--- config.mk ---
export PLATFORM = sky130hd
export DESIGN_NAME = svga_timing_flat
export DESIGN_NICKNAME = d
export VERILOG_FILES = /design/src/rtl/svga_timing_pkg.sv /design/src/rtl/svga_timing_if.sv /design/src/rtl/svga_timing_mod_counter.sv /design/src/rtl/svga_timing.sv /design/src/flat_wrapper.sv
export SDC_FILE = /design/constraint.sdc
export NUM_CORES = 1
export LEC_CHECK = 0
export ABC_AREA = 1
export BUFFER_PORTS_ARGS = -buffer_cell sky130_fd_sc_hd__clkbuf_2
export CORE_MARGIN = 2
export CORE_UTILIZATION = 50
export DETAILED_ROUTE_END_ITERATION = 8
export PLACE_DENSITY_LB_ADDON = 0.3
export SLEW_MARGIN = 20
export SYNTH_ARGS = -nofsm -noshare
export SYNTH_HDL_FRONTEND = slang
export SYNTH_SLANG_ARGS = --single-unit
--- constraint.sdc ---
create_clock -name clk -period 2.15 [get_ports clk]
set_clock_uncertainty 0.2 [all_clocks]
set_input_delay 0.215 -clock clk [delete_from_list [all_inputs] [get_ports clk]]
set_output_delay 0.215 -clock clk [all_outputs]
set_load 0.01 [all_outputs]
--- src/rtl/svga_timing_pkg.sv ---
// Default VESA 1024x768@60 raster constants and shared decode helpers.
// Consumed by the svga_timing top as parameter defaults.
package svga_timing_pkg;
    localparam int DEF_H_VIS  = 1024;
    localparam int DEF_H_FP   = 24;
    localparam int DEF_H_SYNC = 136;
    localparam int DEF_H_BP   = 160;
    localparam int DEF_V_VIS  = 768;
    localparam int DEF_V_FP   = 3;
    localparam int DEF_V_SYNC = 6;
    localparam int DEF_V_BP   = 29;
    localparam logic DEF_H_POL = 1'b0;
    localparam logic DEF_V_POL = 1'b0;

    localparam int DEF_H_TOTAL = DEF_H_VIS + DEF_H_FP + DEF_H_SYNC + DEF_H_BP;
    localparam int DEF_V_TOTAL = DEF_V_VIS + DEF_V_FP + DEF_V_SYNC + DEF_V_BP;
    localparam int DEF_HS_START = DEF_H_VIS + DEF_H_FP;
    localparam int DEF_HS_END   = DEF_HS_START + DEF_H_SYNC;
    localparam int DEF_VS_START = DEF_V_VIS + DEF_V_FP;
    localparam int DEF_VS_END   = DEF_VS_START + DEF_V_SYNC;

    localparam int X_W = 11;
    localparam int Y_W = 10;

    // Half-open window test: lo <= v < hi.
    function automatic logic in_range(input int v, input int lo, input int hi);
        return (v >= lo) && (v < hi);
    endfunction
endpackage

--- src/rtl/svga_timing_if.sv ---
// Raster output bundle: advance enable in, syncs/blank/coordinates/strobes out.
interface svga_timing_if;
    import svga_timing_pkg::*;
    logic             pix_en;
    logic             hsync;
    logic             vsync;
    logic             blank;
    logic [X_W-1:0]   counter_x;
    logic [Y_W-1:0]   counter_y;
    logic             line_start;
    logic             frame_start;

    modport master (input pix_en,
                    output hsync, vsync, blank, counter_x, counter_y, line_start, frame_start);
    modport slave  (output pix_en,
                    input hsync, vsync, blank, counter_x, counter_y, line_start, frame_start);
endinterface

--- src/rtl/svga_timing_mod_counter.sv ---
// Enable-gated modulo counter 0..MAX; exposes its next value so the
// consumer can register decodes aligned with the count.
module mod_counter #(
    parameter int WIDTH = 8,
    parameter int MAX   = 255
) (
    input  logic             clk,
    input  logic             nrst,
    input  logic             i_en,
    output logic [WIDTH-1:0] o_cnt,
    output logic [WIDTH-1:0] o_nxt,
    output logic             o_tc
);
    localparam logic [WIDTH-1:0] MAXV = WIDTH'(MAX);

    logic [WIDTH-1:0] r_cnt;

    assign o_cnt = r_cnt;
    assign o_tc  = (r_cnt == MAXV);
    assign o_nxt = !i_en ? r_cnt : (o_tc ? '0 : r_cnt + WIDTH'(1));

    always_ff @(posedge clk) begin
        if (!nrst) r_cnt <= '0;
        else       r_cnt <= o_nxt;
    end
endmodule

--- src/rtl/svga_timing.sv ---
// Raster timing generator: two chained modulo counters plus one register
// stage of decodes taken from the counters' next values, so all outputs align.
module svga_timing
    import svga_timing_pkg::*;
#(
    parameter int   H_VIS  = DEF_H_VIS,
    parameter int   H_FP   = DEF_H_FP,
    parameter int   H_SYNC = DEF_H_SYNC,
    parameter int   H_BP   = DEF_H_BP,
    parameter int   V_VIS  = DEF_V_VIS,
    parameter int   V_FP   = DEF_V_FP,
    parameter int   V_SYNC = DEF_V_SYNC,
    parameter int   V_BP   = DEF_V_BP,
    parameter logic H_POL  = DEF_H_POL,
    parameter logic V_POL  = DEF_V_POL
) (
    input  logic           clk,
    input  logic           nrst,
    svga_timing_if.master  bus
);
    localparam int H_TOTAL  = H_VIS + H_FP + H_SYNC + H_BP;
    localparam int V_TOTAL  = V_VIS + V_FP + V_SYNC + V_BP;
    localparam int HS_START = H_VIS + H_FP;
    localparam int HS_END   = HS_START + H_SYNC;
    localparam int VS_START = V_VIS + V_FP;
    localparam int VS_END   = VS_START + V_SYNC;

    if (H_TOTAL > 2048 || V_TOTAL > 1024 ||
        H_FP == 0 || H_SYNC == 0 || H_BP == 0 ||
        V_FP == 0 || V_SYNC == 0 || V_BP == 0) begin : g_bad_cfg
        $error("svga_timing: illegal timing parameters");
    end

    logic [X_W-1:0] w_x, w_x_nxt;
    logic [Y_W-1:0] w_y, w_y_nxt;
    logic           w_x_tc, w_y_tc;
    logic           w_y_en;

    // Lines advance only on the enabled cycle where the column wraps.
    assign w_y_en = bus.pix_en & w_x_tc;

    mod_counter #(.WIDTH(X_W), .MAX(H_TOTAL - 1)) u_hcnt (
        .clk(clk), .nrst(nrst), .i_en(bus.pix_en),
        .o_cnt(w_x), .o_nxt(w_x_nxt), .o_tc(w_x_tc)
    );

    mod_counter #(.WIDTH(Y_W), .MAX(V_TOTAL - 1)) u_vcnt (
        .clk(clk), .nrst(nrst), .i_en(w_y_en),
        .o_cnt(w_y), .o_nxt(w_y_nxt), .o_tc(w_y_tc)
    );

    logic w_blank_nxt, w_hs_act, w_vs_act;

    assign w_blank_nxt = (int'(w_x_nxt) >= H_VIS) || (int'(w_y_nxt) >= V_VIS);
    assign w_hs_act    = in_range(int'(w_x_nxt), HS_START, HS_END);
    assign w_vs_act    = in_range(int'(w_y_nxt), VS_START, VS_END);

    logic r_hsync, r_vsync, r_blank, r_line_start, r_frame_start;

    always_ff @(posedge clk) begin
        if (!nrst) begin
            r_hsync       <= ~H_POL;
            r_vsync       <= ~V_POL;
            r_blank       <= 1'b0;
            r_line_start  <= 1'b1;
            r_frame_start <= 1'b1;
        end else if (bus.pix_en) begin
            r_hsync       <= w_hs_act ? H_POL : ~H_POL;
            r_vsync       <= w_vs_act ? V_POL : ~V_POL;
            r_blank       <= w_blank_nxt;
            // Wrap of x means next x is 0; wrap of both means next (0,0).
            r_line_start  <= w_x_tc;
            r_frame_start <= w_x_tc & w_y_tc;
        end
    end

    assign bus.hsync       = r_hsync;
    assign bus.vsync       = r_vsync;
    assign bus.blank       = r_blank;
    assign bus.counter_x   = w_x;
    assign bus.counter_y   = w_y;
    assign bus.line_start  = r_line_start;
    assign bus.frame_start = r_frame_start;
endmodule

--- src/flat_wrapper.sv ---
// flat-port wrapper written by rule: the top's interface ports become plain ports
module svga_timing_flat import svga_timing_pkg::*;
#(
    parameter int   H_VIS  = DEF_H_VIS,
    parameter int   H_FP   = DEF_H_FP,
    parameter int   H_SYNC = DEF_H_SYNC,
    parameter int   H_BP   = DEF_H_BP,
    parameter int   V_VIS  = DEF_V_VIS,
    parameter int   V_FP   = DEF_V_FP,
    parameter int   V_SYNC = DEF_V_SYNC,
    parameter int   V_BP   = DEF_V_BP,
    parameter logic H_POL  = DEF_H_POL,
    parameter logic V_POL  = DEF_V_POL
)
  (clk, nrst, bus_pix_en, bus_hsync, bus_vsync, bus_blank, bus_counter_x, bus_counter_y, bus_line_start, bus_frame_start);
  svga_timing_if bus_i ();
  input  logic clk;
  input  logic nrst;
  input wire logic [$bits(bus_i.pix_en)-1:0] bus_pix_en;
  output wire logic [$bits(bus_i.hsync)-1:0] bus_hsync;
  output wire logic [$bits(bus_i.vsync)-1:0] bus_vsync;
  output wire logic [$bits(bus_i.blank)-1:0] bus_blank;
  output wire logic [$bits(bus_i.counter_x)-1:0] bus_counter_x;
  output wire logic [$bits(bus_i.counter_y)-1:0] bus_counter_y;
  output wire logic [$bits(bus_i.line_start)-1:0] bus_line_start;
  output wire logic [$bits(bus_i.frame_start)-1:0] bus_frame_start;
  assign bus_i.pix_en = bus_pix_en;
  assign bus_hsync = bus_i.hsync;
  assign bus_vsync = bus_i.vsync;
  assign bus_blank = bus_i.blank;
  assign bus_counter_x = bus_i.counter_x;
  assign bus_counter_y = bus_i.counter_y;
  assign bus_line_start = bus_i.line_start;
  assign bus_frame_start = bus_i.frame_start;
  svga_timing #(.H_VIS(H_VIS), .H_FP(H_FP), .H_SYNC(H_SYNC), .H_BP(H_BP), .V_VIS(V_VIS), .V_FP(V_FP), .V_SYNC(V_SYNC), .V_BP(V_BP), .H_POL(H_POL), .V_POL(V_POL)) u_core (.clk(clk), .nrst(nrst), .bus(bus_i));
endmodule
# Word level (Yosys, flattened, before mapping)
# Index checks and enable logic that the tools add are counted.
# Widths: inputs -> output; s select.
[totals]
reg_bits = 26
inputBits = 3
output_inout_bits = 26
word_cells = 28
[op_classes]
addsub = 2
magnitude_cmp = 6
n_eq_ne = 2
muxes = 6
bitwise_logic = 2
reduce_logical = 3
[op_table]
columns = ["op", "count"]
rows = [
  ["$ge 11x11->1 const B", 2],
  ["$mux 11", 2],
  ["$ge 10x10->1 const B", 2],
  ["$mux 10", 2],
  ["$add 11x1->11 const B", 1],
  ["$eq 11x11->1 const B", 1],
  ["$lt 11x11->1 const B", 1],
  ["$add 10x1->10 const B", 1],
  ["$eq 10x10->1 const B", 1],
  ["$lt 10x10->1 const B", 1],
  ["$and 1x1->1", 2],
  ["$logic_and 1x1->1", 2],
  ["$mux 1", 2],
  ["$logic_or 1x1->1", 1],
]

# Longest topological paths before layout
# Gate-level depths: netlist of run 1.
[logic_depth]
word_depth = 6
depth_mapped = 14
depth_no_buf = 14

# Modules after synthesis
# From an unflattened synthesis of run 1, not the netlist that was laid out.
[hier_totals]
hier_cells = 239
area_unflattened_um2 = 1530.2
[by_module_without_submodules]
columns = ["module", "n_inst", "cells_each", "area_each_um2", "seq_area_each_um2"]
rows = [
  ["mod_counter (u_core.u_hcnt)", 1, 106, 685.7, 220.2],
  ["mod_counter (u_core.u_vcnt)", 1, 91, 588.1, 200.2],
  ["svga_timing", 1, 42, 256.5, 100.1],
]

# Least setup slack after synthesis of run 1
# OpenSTA, ideal clock, no wires.
[synth_path]
path_type = "register to register"
from = "register u_core.u_hcnt.r_cnt[0] (netlist: u_core.u_hcnt.o_cnt[0])"
to = "register u_core.r_vsync (netlist: u_core.bus.vsync)"
arrival_time_ns = 1.615
t_required_ns = 1.834
slack_ns = 0.219
path_stages_with_launch = 14
path_buffers = 1
synth_period_minus_slack_ns = 1.931
cell_sequence = "dfxtp_1 -> ha_1 -> nand3_2 -> nor2_2 -> nand2_2 -> nor2_4 -> buf_6 -> nand2_1 -> nand2_1 -> nand2_2 -> nor2_1 -> nand2_1 -> o21ai_1 -> nand2_1"
[synth_via]
elab_chain_len = 6
word_cells_on_any_way = 7
cone_classes = "order compare (2); eq/ne (1); mux (2); bitwise (1); reduce/logical (1)"
[synth_lines]
columns = ["item", "line", "rtl"]
rows = [
  ["start, declared", "svga_timing_mod_counter.sv:16", "logic [WIDTH-1:0] r_cnt;"],
  ["start signal, assigned", "svga_timing_mod_counter.sv:24", "else r_cnt <= o_nxt;"],
  ["$eq 11x11->1 *", "svga_timing_mod_counter.sv:19", "assign o_tc = (r_cnt == MAXV);"],
  ["$and 1x1->1 *", "svga_timing.sv:40", "assign w_y_en = bus.pix_en & w_x_tc;"],
  ["$mux 10 *", "svga_timing_mod_counter.sv:20", "assign o_nxt = !i_en ? r_cnt : (o_tc ? '0 : r_cnt + WIDTH'(1));"],
  ["$ge 10x10->1 or $lt 10x10->1 (tied branches)", "svga_timing_pkg.sv:27", "return (v >= lo) && (v < hi);"],
  ["$logic_and 1x1->1 *", "svga_timing_pkg.sv:27", ""],
  ["$mux 1 *", "svga_timing.sv:69", "r_vsync <= w_vs_act ? V_POL : ~V_POL;"],
  ["end signal, assigned", "svga_timing.sv:63", "r_vsync <= ~V_POL;"],
  ["end signal, assigned", "svga_timing.sv:69", ""],
  ["end, declared", "svga_timing.sv:58", "logic r_hsync, r_vsync, r_blank, r_line_start, r_frame_start;"],
]
# Mark *: on every way between the ends. The rest lies on a longest branch, timed or not.
# A chain may end at the register's enable or synchronous reset.

# Final worst setup path of run 1
# Same ends and word-level chain as after synthesis.

==> results.txt, run 1 <==
sequential cell area: 524 um^2
crit-path max FO: 7
Post-synth top flop: dfxtp_1
DR top layer: met4
dpl cells: 313
top-area cell type share of the netlist area: 33.7%
Rows: 20
met3 WL: 172 um
core area: 3000 um^2
Diodes inserted: 0
Reg-to-Reg Start: u_core.u_hcnt.o_cnt[0]
cell mode on critical path: nand2_1
largest cells by area after synthesis: dfxtp_1 34%, nand2_1 20%, nor2_1 10%, inv_1 7.1%, nand3_1 6.5%
Total Routing Usage GR: 22.9%
fin cells: 323
filler instances: 304
Critical R2R Capture: u_core.bus.vsync
final hold slack: 267 ps
CTS tree: built
GPL Wtd Cong: 0.920
max_cap viols: 0
DR vias/cell: 5.28
Die X-Extent: 59.5 um
initial antenna violation count: 0
Port Buffers: 28
hold path startpoint: u_core.bus.line_start
Period Utilization, post-route: 94.4%
Pwr Density: 474 nW/um^2
Slowest cell on crit path: dfxtp_2
Compound-Gate Fraction of Synth Area: 4.70%
pin count of the biggest net entering global routing: 16
ys async rst share: 0%
mean area per synthesized cell: 6.15 um^2
EDFF count, synth: 0
residual DRC count: 0
hold endpoint: u_core.bus.line_start
DR WL/cell: 12.3 um
synthesized cell area: 1540 um^2
Clock Pin Slew Worst Setup and Hold Paths: 150 ps
sequential fraction of the synthesis area: 33.7%
Root Driver: clkbuf_4
I/O pin cnt: 29
type of origin of the critical path: flop
synthesis-stage register bit count: 26
Final HPWL DP: 2.94 mm
cells after synthesis: 251
mux share of post-synthesis cell area: 0%
final instance area: 1870 um^2
Iter 0 DRT Violations: 97
placed instance area: 1740 um^2
Final Hold Vio Count: 0
crit path kind: reg2reg
r2r setup slk: 120 ps
vias post-DR: 1,705
main combinational cell family by area after synthesis: simple AND/OR/NAND/NOR gates
wire length on met1: 1.72 mm
Pleak: 0.900 nW
Final min period: 2030 ps
Post-Synth XOR/XNOR Area: 1.70%
Adder-Cell Fraction of Synth Area: 2.43%
layout cells sized above 1: 21.4%
Inserted Clock Buffers: 3
Clk Latency, worst-skew pair: 340 ps
critical path arrival: 2080 ps
Detail Route Antenna Nets: 0
fmax: 493 MHz
nets@finish: 297
status: finished clean
worst reg2reg path depth: 14
Yosys warning total: 0
Num Clock Sinks: 26
first-pass GRT wire length: 6.26 mm
die area: 3550 um^2
Netlist cell types: 24
Final setup viols: 0
die height: 59.5 um
pre-CTS setup slack: 78.1 ps
Post-Synth Simple-Gate Area: 48.4%
slew margin rel.: 73.5%
drt pass-1 iters: 5
Slew Viols, Final: 0
worst-path cell chain: ha_4, nand3_2, nor2_2, nand2_2, nor2_4, buf_12, buf_4, nand2_1, nand2_1, nand3_1, nand2_1, nand2_1, o21ai_1, nand2_1
syn_nets: 257
Area Growth Syn to Fin: 21.5%
CP Capture Type: flop
CTS max path bufs: 2
worst hold path class: reg2reg
max incr delay on CP: 400 ps
final WL: 3.99 mm
Worst Hold Depth: 2
vias in the first global route: 1,482
Slew @ Worst Pin: 397 ps
H-tree levels: 1
Peak VDD IR: 258 uV
synth cell count leaders: 82 x nand2_1, 43 x nor2_1, 29 x inv_1
count leader, synth: nand2_1
cell taking the most area after synthesis: dfxtp_1
total grt overflow: 0
met2 WL post-DR: 2.01 mm
multi-input logic area: 903 um^2
Initial Util: 51.4%
Worst EP required: 2200 ps
PnR worst setup slack: 120 ps
[per-stage QoR]
stage | setup TNS [ps] | util [%] | power [W]
2_1_floorplan | 0 | - | 0.000531
3_3_place_gp | 0 | 57.8 | 0.000548
3_5_place_dp | 0 | 57.8 | 0.000548
4_1_cts | 0 | 60.2 | 0.000886
5_1_grt | -15.7 | 62.4 | 0.000920
6_report | 0 | 62.4 | 0.000888
[what timing repair did]
item	4_1_cts	5_1_grt
endpoints found under the setup margin	0	3
setup buffers	0	4
endpoints found under the hold margin	4	0
hold buffers	2	0
resized for setup	0	9
[cells in the final DEF (no fill, tap or decap), types with 3 or more instances in the layout]
| cell | count |
|---|---|
| a21oi_1 | 7 |
| buf_4 | 8 |
| clkbuf_2 | 28 |
| clkbuf_4 | 3 |
| dfxtp_1 | 23 |
| dfxtp_2 | 3 |
| inv_1 | 29 |
| nand2_1 | 82 |
| nand2_2 | 3 |
| nand3_1 | 19 |
| nand3_2 | 4 |
| nand4_1 | 4 |
| nor2_1 | 42 |
| nor2_2 | 7 |
| nor3_1 | 6 |
| o21ai_0 | 4 |
| xor2_1 | 3 |
[routing by layer]
layer  vias up  track usage (%)
met4         0             9.21
met3         9             1.97
met5         -                0
li1        864                -
met1       787             28.4
met2        45             40.5
[state kept, by name, indices dropped and copies added, names as in the netlist]
| signal | flops |
|---|---|
| u_core.bus.blank | 1 |
| u_core.bus.line_start | 1 |
| u_core.bus.hsync | 1 |
| u_core.bus.vsync | 1 |
| u_core.bus.frame_start | 1 |
| u_core.u_vcnt.o_cnt | 10 |
| u_core.u_hcnt.o_cnt | 11 |
[cells by family (layout without fill, tap and decap cells)]
family          count (synthesis)  after routing
simple gates                  171            171
compound gates                 14             14
buf+inv                        34             73
xor+xnor                        3              3
fa+ha+maj                       3              3
flops                          26             26
[worst max path at each step]
stage,start,to,slack [ps],depth (start not counted)
after floorplan,u_core.u_hcnt.o_cnt[0],u_core.bus.vsync,220,13
after global placement,u_core.u_hcnt.o_cnt[1],u_core.bus.blank,130,10
after CTS,u_core.u_hcnt.o_cnt[1],u_core.bus.vsync,50,12
after detailed placement,u_core.u_hcnt.o_cnt[1],u_core.bus.vsync,80,12
after global routing,u_core.u_hcnt.o_cnt[1],u_core.bus.vsync,-20,13
final,u_core.u_hcnt.o_cnt[0],u_core.bus.vsync,120,14
[worst max-delay path, delay by kind of cell (launching register included)]
family	cells	cell delay, ps
and+or+nand+nor	10	820
AOI/OAI and AO/OA	1	110
buffers and inverters	2	220
DFF	1	400
adders and majority gates	1	170
[report_power, final]
group | leakage, nW | internal [W] | switching [W]
logic | 0.660 | 0.0000194 | 0.0000278
clock network | 0.0279 | 0.000189 | 0.000154
registers | 0.212 | 0.000490 | 0.00000743
[layout make-up]
| class | count | area share, % |
|---|---|---|
| Sequential cell | 26 | 28.0 |
| Timing Repair Buffer | 39 | 12.8 |
| Tap cell | 33 | 2.20 |
| Clock inverter | 1 | 1.60 |
| Clock buffer | 3 | 1.20 |
| Inverter | 30 | 6.01 |
| Multi-Input combinational cell | 191 | 48.2 |
Power figures use the tool's default switching activity.
==> run 2: changes to the inputs <==
--- a/config.mk
+++ b/config.mk
@@ -10,7 +10,7 @@
 export CORE_MARGIN = 2
 export CORE_UTILIZATION = 50
 export DETAILED_ROUTE_END_ITERATION = 8
-export PLACE_DENSITY_LB_ADDON = 0.3
+export PLACE_DENSITY = 0.69
 export SLEW_MARGIN = 20
 export SYNTH_ARGS = -nofsm -noshare
 export SYNTH_HDL_FRONTEND = slang
==> run 2 against run 1 <==
Effect of this change:
- register-to-register slack improved by 90 ps
- sequential share of layout area grew 0.67 points
- worst setup slack improved by 94 ps
- first-iteration DRC count up 23%
- die area did not move
- count of clock-buffer cells in the layout is 1 higher
- worst hold slack lost 230 ps
- cell area down 2.3%
==> results.txt, run 2 (same netlist as run 1, synthesis figures left out) <==
status: finished clean (unchanged)
fin cells: 321 (was 323)
Worst Hold Depth: 3 (was 2)
drt pass-1 iters: 4 (was 5)
vias in the first global route: 1,446 (was 1,482)
initial antenna violation count: 0 (unchanged)
Clock Pin Slew Worst Setup and Hold Paths: 140 ps (was 150 ps)
die height: 59.5 um (unchanged)
nets@finish: 295 (was 297)
CTS max path bufs: 2 (unchanged)
Flop pwr share: 63.3% (was 56.0%)
Die X-Extent: 59.5 um (unchanged)
vias post-DR: 1,655 (was 1,705)
final hold slack: 36.0 ps (was 267 ps)
Detail Route Antenna Nets: 0 (unchanged)
pin count of the biggest net entering global routing: 15 (was 16)
internal cell power: 0.000612 W (was 0.000699 W)
Reg-to-Reg Start: u_core.u_hcnt.o_cnt[0] (unchanged)
die area: 3550 um^2 (unchanged)
Critical R2R Capture: u_core.bus.vsync (unchanged)
Pwr Density: 429 nW/um^2 (was 474 nW/um^2)
Psw: 0.000174 W (was 0.000189 W)
layout cells sized above 1: 21.2% (was 21.4%)
final instance area: 1830 um^2 (was 1870 um^2)
Inserted Clock Buffers: 3 (unchanged)
max_cap viols: 0 (unchanged)
Diodes inserted: 0 (unchanged)
Peak VDD IR: 335 uV (was 258 uV)
Clk Latency, worst-skew pair: 320 ps (was 340 ps)
GPL Wtd Cong: 0.891 (was 0.920)
dpl cells: 313 (unchanged)
Final Util: 61.0% (was 62.4%)
CP Capture Type: flop (unchanged)
Area Growth Syn to Fin: 18.7% (was 21.5%)
setup TNS: 0 ps (unchanged)
worst reg2reg path depth: 13 (was 14)
total grt overflow: 0 (unchanged)
commonest non-fill, non-tap cells in the layout: 82 x nand2_1, 43 x nor2_1, 29 x inv_1, 28 x clkbuf_2, 23 x dfxtp_1 (was 82 x nand2_1, 42 x nor2_1, 29 x inv_1, 28 x clkbuf_2, 23 x dfxtp_1)
Final setup viols: 0 (unchanged)
Num Clock Sinks: 26 (unchanged)
DR WL/cell: 11.7 um (was 12.3 um)
Final HPWL DP: 2.84 mm (was 2.94 mm)
power share of the clock group: 31.0% (was 38.6%)
Pleak: 0.880 nW (was 0.900 nW)
hold path startpoint: bus_pix_en (was u_core.bus.line_start)
crit path kind: reg2reg (unchanged)
Iter 0 DRT Violations: 119 (was 97)
Initial Util: 51.4% (unchanged)
Final min period: 1940 ps (was 2030 ps)
CTS tree: built (unchanged)
Period Utilization, post-route: 90.1% (was 94.4%)
final WL: 3.77 mm (was 3.99 mm)
DR vias/cell: 5.16 (was 5.28)
worst hold path class: in2reg (was reg2reg)
Final Hold Vio Count: 0 (unchanged)
Rows: 20 (unchanged)
type of origin of the critical path: flop (unchanged)
commonest non-fill, non-tap cell in the layout: nand2_1 (unchanged)
number of flip-flops in the largest register: 11 (unchanged)
fmax: 516 MHz (was 493 MHz)
core area: 3000 um^2 (unchanged)
Slew Viols, Final: 0 (unchanged)
crit path from: u_core.u_hcnt.o_cnt[0] (unchanged)
Slew @ Worst Pin: 336 ps (was 397 ps)
Gate power share: 5.7% (was 5.3%)
crit-path max FO: 7 (unchanged)
Sw Ratio: 22.1% (was 21.3%)
hold endpoint: u_core.u_hcnt.o_cnt[1] (was u_core.bus.line_start)
placed instance area: 1740 um^2 (unchanged)
H-tree levels: 1 (unchanged)
Worst EP required: 2190 ps (was 2200 ps)
Total Routing Usage GR: 22.1% (was 22.9%)
Root Driver: clkbuf_4 (unchanged)
r2r setup slk: 210 ps (was 120 ps)
residual DRC count: 0 (unchanged)
I/O pin cnt: 29 (unchanged)
Port Buffers: 28 (unchanged)
first-pass GRT wire length: 6.02 mm (was 6.26 mm)
slew margin rel.: 77.6% (was 73.5%)
critical path arrival: 1970 ps (was 2080 ps)
run 2: cell types whose count changed in the layout (fill, tap and decap cells not counted):
cell,change
nor3_1,-1
bufinv_16,-1
nor2_1,+1
clkbuf_8,+1
dlygate4sd3_1,-1
buf_4,-1
nor2_2,-1
nor3_2,+1
clkbuf_4,+1
buf_12,-1
run 2: repair_timing:
| action | in CTS | in global routing |
|---|---|---|
| resized for setup | 0 | 8 |
| endpoints found under the hold margin | 3 | 0 |
| setup buffers | 0 | 3 |
| setup endpoints to repair | 0 | 3 |
| hold buffers | 1 | 0 |
run 2: worst max path at each step:
stage,to,slack [ps],cells past startpoint
5_1_grt,u_core.bus.vsync,-6,13
3_5_place_dp,u_core.bus.vsync,80,12
6_report,u_core.bus.vsync,210,13
4_1_cts,u_core.bus.vsync,70,12
3_3_place_gp,u_core.bus.blank,110,10
2_1_floorplan,u_core.bus.vsync,220,13
run 2: per-layer routing:
metal  track usage [%]  up-vias  share of wire, %
met3              4.15        6               4.0
met2              38.8       37                50
met4              6.67        0               1.1
met1              27.2      752                45
li1                  -      860                 -
met5                 0        -                 0
run 2: area by class of cell:
type,instances,area [um^2]
timing repair buffer,37,210
clock buffer,4,36.3
fill,303,1170
inverter,30,113
tap,33,41.3
sequential,26,524
multi-input combinational,191,906
run 2: critical path, cell delays in order (launching register included):
cell     delay, ps
dfxtp_2        390
ha_4           160
nand3_2         80
nor2_2         120
nand2_2         80
nor2_4         110
buf_4          160
nor2_1          50
nor2_1         130
nand2_1         80
nor2_2          70
nand2_1         50
o21ai_1        120
nand2_1         50
run 2: per-stage QoR:
stage	worst slack, ps	power (W)
floorplan	219	0.000531
global placement	113	0.000549
detailed placement	81.8	0.000548
CTS	68.1	0.000800
global route	-5.73	0.000828
finish	213	0.000785
run 2: power groups by stage:
stage | sequential (W) | combinational [W] | clock (W)
after floorplan | 0.000509 | 0.0000223 | 0
after global placement | 0.000505 | 0.0000435 | 0
after detailed placement | 0.000506 | 0.0000423 | 0
after CTS | 0.000495 | 0.0000438 | 0.000261
after global routing | 0.000498 | 0.0000499 | 0.000279
final | 0.000497 | 0.0000448 | 0.000244
==> run 3: changes to the inputs <==
--- a/config.mk
+++ b/config.mk
@@ -7,6 +7,7 @@
 export LEC_CHECK = 0
 export ABC_AREA = 1
 export BUFFER_PORTS_ARGS = -buffer_cell sky130_fd_sc_hd__clkbuf_2
+export CORE_ASPECT_RATIO = 0.8
 export CORE_MARGIN = 2
 export CORE_UTILIZATION = 50
 export DETAILED_ROUTE_END_ITERATION = 8
==> run 3 against run 2 <==
Effect of this change:
- combinational power is 3% lower
- critical path depth is 2 lower
- die area hardly changed
- worst hold slack better by 89 ps
- clock power is 67% higher
- fmax is 3.0% lower
- flip-flop and latch count stayed put
- global-route usage is 0.33 points higher
- sequential share of layout area is 0.92 points lower
- count of clock-buffer cells in the layout is 1 lower
- utilization is 1.9 points higher
- cell area is 3.6% higher
- largest power group unchanged
==> results.txt, run 3 (same netlist as run 1, synthesis figures left out) <==
Psw: 0.000193 W (was 0.000174 W)
nets@finish: 295 (unchanged)
die area: 3550 um^2 (about the same)
filler instances: 290 (was 303)
status: finished clean (unchanged)
Final Util: 62.8% (was 61.0%)
die height: 53.7 um (was 59.5 um)
Initial Util: 51.1% (was 51.4%)
Pwr Density: 501 nW/um^2 (was 429 nW/um^2)
CTS tree: built (unchanged)
Flop pwr share: 52.4% (was 63.3%)
crit path kind: reg2reg (unchanged)
Peak VDD IR: 498 uV (was 335 uV)
Num Clock Sinks: 26 (unchanged)
first-pass GRT wire length: 6.09 mm (was 6.02 mm)
Rows: 18 (was 20)
Iter 0 DRT Violations: 122 (was 119)
Clock Pin Slew Worst Setup and Hold Paths: 90 ps (was 140 ps)
Die X-Extent: 66.1 um (was 59.5 um)
DR vias/cell: 4.83 (was 5.16)
residual DRC count: 0 (unchanged)
type of origin of the critical path: flop (unchanged)
Clk Latency, worst-skew pair: 270 ps (was 320 ps)
Sw Ratio: 20.4% (was 22.1%)
layout cells sized above 1: 22.2% (was 21.2%)
Area Growth Syn to Fin: 22.9% (was 18.7%)
H-tree levels: 1 (unchanged)
commonest non-fill, non-tap cells in the layout: 82 x nand2_1, 42 x nor2_1, 29 x inv_1, 28 x clkbuf_2, 22 x dfxtp_1 (was 82 x nand2_1, 43 x nor2_1, 29 x inv_1, 28 x clkbuf_2, 23 x dfxtp_1)
number of flip-flops in the largest register: 11 (unchanged)
power share of the clock group: 43.0% (was 31.0%)
Final HPWL DP: 2.88 mm (was 2.84 mm)
Final min period: 2000 ps (was 1940 ps)
Total Routing Usage GR: 22.4% (was 22.1%)
pin count of the biggest net entering global routing: 21 (was 15)
Detail Route Antenna Nets: 0 (unchanged)
Slew Viols, Final: 0 (unchanged)
slew margin rel.: 82.6% (was 77.6%)
max_cap viols: 0 (unchanged)
vias post-DR: 1,584 (was 1,655)
Period Utilization, post-route: 92.8% (was 90.1%)
Root Driver: clkbuf_8 (was clkbuf_4)
RSZ-0062 raised after global routing: no
fmax: 501 MHz (was 516 MHz)
Diodes inserted: 0 (unchanged)
GPL Wtd Cong: 0.857 (was 0.891)
final WL: 3.80 mm (was 3.77 mm)
I/O pin cnt: 29 (unchanged)
drt pass-1 iters: 4 (unchanged)
Gate power share: 4.6% (was 5.7%)
core area: 3020 um^2 (was 3000 um^2)
multi-input logic area: 913 um^2 (was 906 um^2)
initial antenna violation count: 0 (unchanged)
crit-path max FO: 6 (was 7)
commonest non-fill, non-tap cell in the layout: nand2_1 (unchanged)
critical path arrival: 1960 ps (was 1970 ps)
CTS max path bufs: 2 (unchanged)
Final Hold Vio Count: 0 (unchanged)
total grt overflow: 0 (unchanged)
Inserted Clock Buffers: 3 (unchanged)
internal cell power: 0.000756 W (was 0.000612 W)
Port Buffers: 28 (unchanged)
sequential cell area: 526 um^2 (was 524 um^2)
Slew @ Worst Pin: 261 ps (was 336 ps)
CP Capture Type: flop (unchanged)
Final setup viols: 0 (unchanged)
Pleak: 0.898 nW (was 0.880 nW)
Worst EP required: 2110 ps (was 2190 ps)
worst hold path class: in2reg (unchanged)
vias in the first global route: 1,298 (was 1,446)
setup TNS: 0 ps (unchanged)
DR WL/cell: 11.6 um (was 11.7 um)
-- run 3: changes by cell type in the layout (fill, tap and decap cells not counted) --
cell	before	now
clkbuf_4	4	1
clkbuf_8	1	3
buf_12	0	1
buf_4	7	6
bufinv_16	0	1
dfxtp_1	23	22
dfxtp_2	3	4
nor2_1	43	42
nor2_2	6	7
nor3_1	5	4
nor3_2	2	3
-- run 3: cell type report --
class | count | area share (%)
multi-input combinational | 191 | 48.2
tap | 40 | 2.64
inverter | 30 | 5.94
clock buffer | 3 | 2.18
timing repair buffer | 37 | 11.7
clock inverter | 1 | 1.58
sequential | 26 | 27.7
-- run 3: timing repair --
| action | in CTS | in global routing |
|---|---|---|
| hold buffers | 1 | 0 |
| endpoints found under the setup margin | 0 | 3 |
| hold endpoints to repair | 3 | 0 |
| buffers inserted | 0 | 4 |
| gates resized for setup | 0 | 11 |
-- run 3: routing by layer --
| metal | global-route usage [%] | wire, um | up-vias |
|---|---|---|---|
| met5 | 0 | 0 | - |
| met4 | 3.74 | 16 | 0 |
| met3 | 5.44 | 193 | 2 |
| met2 | 30.3 | 1490 | 42 |
| met1 | 35.5 | 2100 | 682 |
| li1 | - | - | 858 |
-- run 3: power groups by stage --
stage / clock network [W] / logic (W) / registers (W)
after floorplan: 0 / 0.0000223 / 0.000509
after global placement: 0 / 0.0000418 / 0.000506
after detailed placement: 0 / 0.0000406 / 0.000506
after CTS: 0.000423 / 0.0000423 / 0.000495
after global routing: 0.000438 / 0.0000493 / 0.000498
final: 0.000408 / 0.0000435 / 0.000497
-- run 3: path summary, 6_finish.rpt --
path                                             start                    end  slack [ps]  cells after the start
worst max-delay path            u_core.u_hcnt.o_cnt[0]       u_core.bus.blank         150                     11
worst min register to register   u_core.bus.line_start  u_core.bus.line_start         260                      2
worst min-delay path                        bus_pix_en       u_core.bus.hsync         120                      3
worst max register to register  u_core.u_hcnt.o_cnt[0]       u_core.bus.blank         150                     11
-- run 3: metrics by stage --
stage          hold slack [ps]  setup slack (ps)  power, W  instance area, um^2  std cells
3_5_place_dp               242              42.7  0.000547                 1740        319
4_1_cts                    101              17.3  0.000960                 1820        324
5_1_grt                    163              3.21  0.000986                 1900        328
6_report                   125               154  0.000949                 1900        328
2_1_floorplan              101               219  0.000531                 1540        251
3_3_place_gp               246              82.4  0.000547                 1740        319
-- run 3: worst max-delay path, stage by stage (launching register included) --
cell,delay [ps]
dfxtp_2,390
ha_4,160
nand3_2,90
nor2_2,130
nand2_2,70
nor2_4,140
clkbuf_4,190
nand3_1,170
nand3_2,150
o21ai_1,70
nand2_1,70
a21oi_1,60
